**src/rtl/pipeline_dump_sequencer.sv**
```systemverilog
// Captures a snapshot of the pipeline segment/control registers on request and
// streams it out byte by byte through a one-outstanding-byte UART handshake.
module pipeline_dump_sequencer #(
    parameter int NB_DATA    = 8,
    parameter int NB_ID_EX   = 144,
    parameter int NB_EX_MEM  = 32,
    parameter int NB_MEM_WB  = 48,
    parameter int NB_WB_ID   = 40,
    parameter int NB_CONTROL = 24
) (
    input  logic                  clk,
    input  logic                  i_reset,
    input  logic                  i_dump,
    input  logic [NB_ID_EX-1:0]   i_segment_registers_ID_EX,
    input  logic [NB_EX_MEM-1:0]  i_segment_registers_EX_MEM,
    input  logic [NB_MEM_WB-1:0]  i_segment_registers_MEM_WB,
    input  logic [NB_WB_ID-1:0]   i_segment_registers_WB_ID,
    input  logic [NB_CONTROL-1:0] i_control_registers_ID_EX,
    input  logic                  i_txDone,
    output logic                  o_tx_start,
    output logic [NB_DATA-1:0]    o_data,
    output logic                  o_busy,
    output logic                  o_done
);

    localparam int NB_SNAP     = NB_ID_EX + NB_EX_MEM + NB_MEM_WB + NB_WB_ID + NB_CONTROL;
    localparam int TOTAL_BYTES = NB_SNAP / NB_DATA;
    localparam int CNT_W       = (TOTAL_BYTES > 1) ? $clog2(TOTAL_BYTES) : 1;
    localparam logic [CNT_W-1:0] LAST_IDX = CNT_W'(TOTAL_BYTES - 1);

    generate
        if ((NB_ID_EX % NB_DATA) != 0 || (NB_EX_MEM % NB_DATA) != 0 ||
            (NB_MEM_WB % NB_DATA) != 0 || (NB_WB_ID % NB_DATA) != 0 ||
            (NB_CONTROL % NB_DATA) != 0) begin : g_bad_width
            $error("pipeline_dump_sequencer: every field width must be a multiple of NB_DATA");
        end
    endgenerate

    typedef enum logic [2:0] {IDLE, LOAD, START, WAIT, DONE} state_t;

    state_t               state_q, state_d;
    logic [CNT_W-1:0]     cnt_q, cnt_d;
    logic [NB_SNAP-1:0]   snap_q, snap_d;
    logic [NB_DATA-1:0]   data_q, data_d;
    logic                 tx_start_q, tx_start_d;

    // Byte 0 is the most significant byte of the concatenated snapshot.
    logic [NB_DATA-1:0] snap_bytes [TOTAL_BYTES];
    generate
        for (genvar gi = 0; gi < TOTAL_BYTES; gi++) begin : g_bytes
            assign snap_bytes[gi] = snap_q[NB_SNAP-1-gi*NB_DATA -: NB_DATA];
        end
    endgenerate

    always_ff @(posedge clk or posedge i_reset) begin
        if (i_reset) begin
            state_q    <= IDLE;
            cnt_q      <= '0;
            snap_q     <= '0;
            data_q     <= '0;
            tx_start_q <= 1'b0;
        end else begin
            state_q    <= state_d;
            cnt_q      <= cnt_d;
            snap_q     <= snap_d;
            data_q     <= data_d;
            tx_start_q <= tx_start_d;
        end
    end

    always_comb begin
        state_d    = state_q;
        cnt_d      = cnt_q;
        snap_d     = snap_q;
        data_d     = data_q;
        tx_start_d = 1'b0;
        case (state_q)
            IDLE: begin
                if (i_dump) begin
                    snap_d  = {i_segment_registers_ID_EX, i_segment_registers_EX_MEM,
                               i_segment_registers_MEM_WB, i_segment_registers_WB_ID,
                               i_control_registers_ID_EX};
                    cnt_d   = '0;
                    state_d = LOAD;
                end
            end
            LOAD: begin
                data_d  = snap_bytes[cnt_q];
                state_d = START;
            end
            START: begin
                // Registered pulse: visible for the first cycle spent in WAIT.
                tx_start_d = 1'b1;
                state_d    = WAIT;
            end
            WAIT: begin
                if (i_txDone) begin
                    if (cnt_q == LAST_IDX) begin
                        state_d = DONE;
                    end else begin
                        cnt_d   = cnt_q + 1'b1;
                        state_d = LOAD;
                    end
                end
            end
            DONE:    state_d = IDLE;
            default: state_d = IDLE;
        endcase
    end

    assign o_tx_start = tx_start_q;
    assign o_data     = data_q;
    assign o_busy     = (state_q == LOAD) || (state_q == START) || (state_q == WAIT);
    assign o_done     = (state_q == DONE);

endmodule

```
**config.mk**
```make
export PLATFORM = sky130hd
export DESIGN_NAME = pipeline_dump_sequencer
export DESIGN_NICKNAME = d
export VERILOG_FILES = /design/src/rtl/pipeline_dump_sequencer.sv
export SDC_FILE = /design/constraint.sdc
export NUM_CORES = 1
export LEC_CHECK = 0
export CAP_MARGIN = 30
export CORE_MARGIN = 2
export CORE_UTILIZATION = 30
export CTS_BUF_LIST = sky130_fd_sc_hd__clkbuf_2
export CTS_CLUSTER_SIZE = 16
export DETAILED_ROUTE_END_ITERATION = 12
export PLACE_DENSITY = 0.51
export SETUP_SLACK_MARGIN = 0.15
export SLEW_MARGIN = 40
export SYNTH_ARGS = -nofsm -noshare
export SYNTH_HDL_FRONTEND = slang
export SYNTH_SLANG_ARGS = --single-unit
```
**constraint.sdc**
```tcl
create_clock -name clk -period 10 [get_ports clk]
set_input_delay 2 -clock clk [delete_from_list [all_inputs] [get_ports clk]]
set_output_delay 2 -clock clk [all_outputs]
set_load 0.05 [all_outputs]
```
**Word-level counts from Yosys, hierarchy flattened**

Cells that the tools add are included.

- Flip-flop bits (word level): 306
- Input bits: 292
- Output and inout port bits: 11
- Word-level logic and storage cells: 35

- $add $sub $neg: 1
- Order comparisons: 1
- Equal/unequal tests: 8
- Mux-type cells: 12
- Bitwise logic cells: 1
- Reductions and logical operators: 7

Operators with widths:

| cell | number |
|---|---|
| $bmux 8 s6 | 1 |
| $mux 6 | 3 |
| $mux 8 | 2 |
| $pmux 3 s4 | 1 |
| $pmux 6 s2 | 1 |
| $mux 3 | 3 |
| $ge 7x7->1 const B | 1 |
| $not 6->7 | 1 |
| $add 6x1->6 const B | 1 |
| $eq 3x2->1 const B | 2 |
| $eq 6x6->1 const B | 1 |
| $ne 2x2->1 const B | 3 |
| $reduce_and 2->1 | 2 |
| $reduce_and 4->1 | 1 |
| $eq 3x1->1 const B | 1 |
| $eq 3x3->1 const B | 1 |
| $logic_not 3->1 | 1 |
| $logic_or 1x1->1 | 2 |
| $reduce_bool 2->1 | 1 |
| $mux 1 | 1 |

**Logic depth before layout (Yosys ltp)**

- Word-level depth: 4
- Mapped depth: 9
- Depth with buffers taken out: 5

**Worst setup path before layout**

OpenSTA, ideal clock, no wires.

- Path kind: reg2out
- Start point: register state_q[2]
- End point: output port o_done
- Arrival time: 1.618 ns
- Data required time: 8.000 ns
- Path slack: 6.382 ns
- Stages on the path, launching flop included: 3
- Buffers on the path: 0
- Cell sequence: dfrtp_1 > inv_1 > nor3_1

- Longest elaborated chain between the ends: 1

RTL lines:

| item | line | source |
|---|---|---|
| start: declaration | 41 | `state_t state_q, state_d;` |
| start signal: assignment | 63 | `state_q <= state_d;` |
| $eq 3x3->1 | 114 | `assign o_done = (state_q == DONE);` |
| end: declaration | 23 | `output logic o_done` |

No other way between the ends.

**Worst setup path in the final report**

Same ends and word-level chain as after synthesis.

==> summary.md <==
| Metric | Value |
|---|---|
| Crit-path cells | inv_1 > nor3_1 > clkdlybuf4s50_1 |
| Multi-input logic area | 5750 um2 |
| Clk Latency, worst-skew pair | 1.01 ns |
| Worst Hold Path Cells | 1 |
| Setup Viol. Count Final | 0 |
| Critical path's slowest cell | clkdlybuf4s50_1 |
| DR pass1 iterations | 5 |
| DRT antenna net count | 0 |
| Io pins | 303 |
| Slew Limit Fails | 0 |
| Final setup margin | 5.26 ns |
| R2r endpoint | o_data[6] |
| Total GRT Usage | 17.3% |
| Distinct cells, synth | 44 |
| Setup bufs post-CTS | 0 |
| HP Start | snap_bytes[117] |
| Post-synth top area cell | dfrtp_1 |
| Top cells by area, synth | dfrtp_1 (56%), mux2_2 (24%), mux4_2 (8.4%) |
| Largest net degree at the start of global routing | 136 |
| CTS tree | yes |
| Syn nets | 1173 |
| CTS sink count | 306 |
| Vias in the first global route | 9796 |
| Setup Skew | 0.0469 ns |
| Final hold violations | 0 |
| Post-synthesis register bit count | 306 |
| Post-synth EDFFs | 0 |
| Synth Flop Type | dfrtp_1 |
| Worst path max stage delay | 0.88 ns |
| Clock Tree Buf Depth | 3 |
| Antenna violations before repair | 6 |
| Dpl ws | 5.20 ns |
| Total power | 5.05 mW |
| Layout Utilization | 40.2% |
| Initial Util | 30.3% |
| Gate Count Post-Synth | 880 |
| Avg Inst Size Synth | 15.6 um2 |
| Crit Path Max Fanout | 8 |
| Power Dens Cells | 277 nW/um2 |
| WL final | 40200 um |
| DRC violation count after routing | 0 |
| DPL Wire Length | 28000 um |
| WP data required | 8.00 ns |
| Fraction of registers with async set/reset | 100% |
| First-pass GRT wire length | 60800 um |
| Die area | 47500 um2 |
| Cts repair resizes | 0 |
| RSZ-0062 raised after global routing | false |
| Min cycle time layout | 4.74 ns |
| Routed len/inst | 21.1 um |
| Fill cells | 4379 |
| Clock buffer count from CTS | 89 |
| Row count | 78 |
| FF+latch area | 7670 um2 |
| Area added between synthesis and finish | 32.6% |
| Synthesis Warnings | 0 |
| Top-area cell type share of the netlist area | 55.8% |
| Worst min path class | reg -> reg |
| Iter 0 DRT Violations | 476 |
| CTS H-tree lvls | 3 |
| # port buffers | 302 |
| Share of cells above drive strength 1 | 39.7% |
| Max-slew headroom | 48.6% |
| CP Class | reg -> out |
| Total grt overflow | 0 |
| Maxcap violations | 0 |
| Post-synthesis sequential area ratio | 55.8% |
| Arrival time at the worst endpoint | 2.74 ns |
| Worst r2r src | cnt_q[1] |
| Vias | 8978 |
| Number of vias per cell | 4.73 |
| Worst Hold End | snap_bytes[117] |
| Clk root buf | clkbuf_2 |
| Layout net count | 1518 |
| Clock slew at reported path FFs | 0.09 ns |
| Die H | 218 um |
| Peak VDD IR | 0.000100 V |
| Crit end category | primary output |
| P_leak | 7.54 nW |
| Post-CTS Hold Buffers | 0 |
| Fmax | 211 MHz |
| Synth Cell Area | 13700 um2 |
| R2r worst-path depth | 6 |
| R2r setup slk | 6.62 ns |
| Chip Width | 218 um |
| Slew @ Worst Pin | 0.771 ns |
| Fin crit share | 47.4% |
| Critical path launch point type | register |
| Core ar. | 45300 um2 |
| RD Place Congestion | 0.729 |
| Setup_tns | 0 ns |
| Outcome | complete, no violations |
==> cells by family (layout without fill, tap and decap cells) <==
family	after synthesis	after routing	synth area share, %
adder cells (fa/ha/maj)	1	1	0.0911
AO/OA/AOI/OAI	65	65	3.77
multiplexers	376	376	35.4
buffers and inverters	65	478	2.61
flip-flops	306	306	55.8
other	0	6	0
XOR/XNOR	4	4	0.255
AND/OR/NAND/NOR	63	63	2.16
==> layout by cell type (no fill, tap or decap), types with 8 or more instances in the layout <==
cell               n
mux2i_1           22
nand3_1           11
mux2_2           297
clkinv_1          19
a22oi_1            8
nand2_1           21
a22o_1             8
o221ai_1           8
dfrtp_1          303
clkdlybuf4s50_1  302
mux4_2            51
clkbuf_2         137
nor2_1            14
==> cells in the mapped netlist, drive strengths merged (8+ instances only) <==
cell type and n:
nor2 15, clkbuf 14, a22o 8, buf 48
mux4 56, nand3 11, mux2 298, nand2 21
mux2i 22, dfrtp 306, a22oi 8, o221ai 8
==> layer usage <==
layer / vias up / part of all wire (%) / track usage, % / routed length [um]
met5: - / 0.085 / 0 / 34
met4: 6 / 2.2 / 5.49 / 874
met3: 68 / 7.5 / 6.43 / 3020
met2: 277 / 47 / 26.9 / 18800
met1: 4571 / 43 / 22.2 / 17400
li1: 4056 / - / - / -
==> layout make-up <==
type / count / area share (%)
clock buffer: 137 / 3.77
antenna: 6 / 0.0825
inverter: 3 / 0.0825
clock inverter: 22 / 0.460
sequential: 306 / 42.1
tap: 600 / 4.12
multi-input combinational: 509 / 31.6
timing repair buffer: 316 / 17.8
==> worst max path at each step <==
| stage | from | to | slack, ns |
|---|---|---|---|
| floorplan | i_reset | cnt_q[0] | 3.93 |
| global placement | i_dump | snap_bytes[207] | 5.22 |
| detailed placement | i_dump | snap_bytes[279] | 5.20 |
| CTS | state_q[2] | o_done | 5.06 |
| global route | state_q[2] | o_done | 4.96 |
| finish | state_q[2] | o_done | 5.26 |
==> where the power goes <==
part,internal [mW],total [mW],switching (mW)
clock,0.360,0.918,0.558
sequential,1.84,2.20,0.354
combinational,1.12,1.94,0.815
total,3.32,5.05,1.73
==> flip-flops by register name (all words and copies together) (netlist names) <==
signal	cells
snap_bytes	288
state_q	3
cnt_q	6
o_data	8
o_tx_start	1
==> worst max-delay path: cells and delay by family, from the launching register on <==
kind,cells,cell delay (ns)
buffers and inverters,2,1.06
flip-flops,1,0.44
AND/OR/NAND/NOR,1,0.23
==> per-stage QoR <==
stage / hold slack, ns / cell area (um2) / instances
floorplan: 0.472 / 13700 / 880
global placement: 0.482 / 17300 / 1730
detailed placement: 0.489 / 17400 / 1732
CTS: 0.509 / 18100 / 1891
global route: 0.521 / 18200 / 1898
finish: 0.504 / 18200 / 1899
No activity file was read; power rests on OpenSTA's default activity.
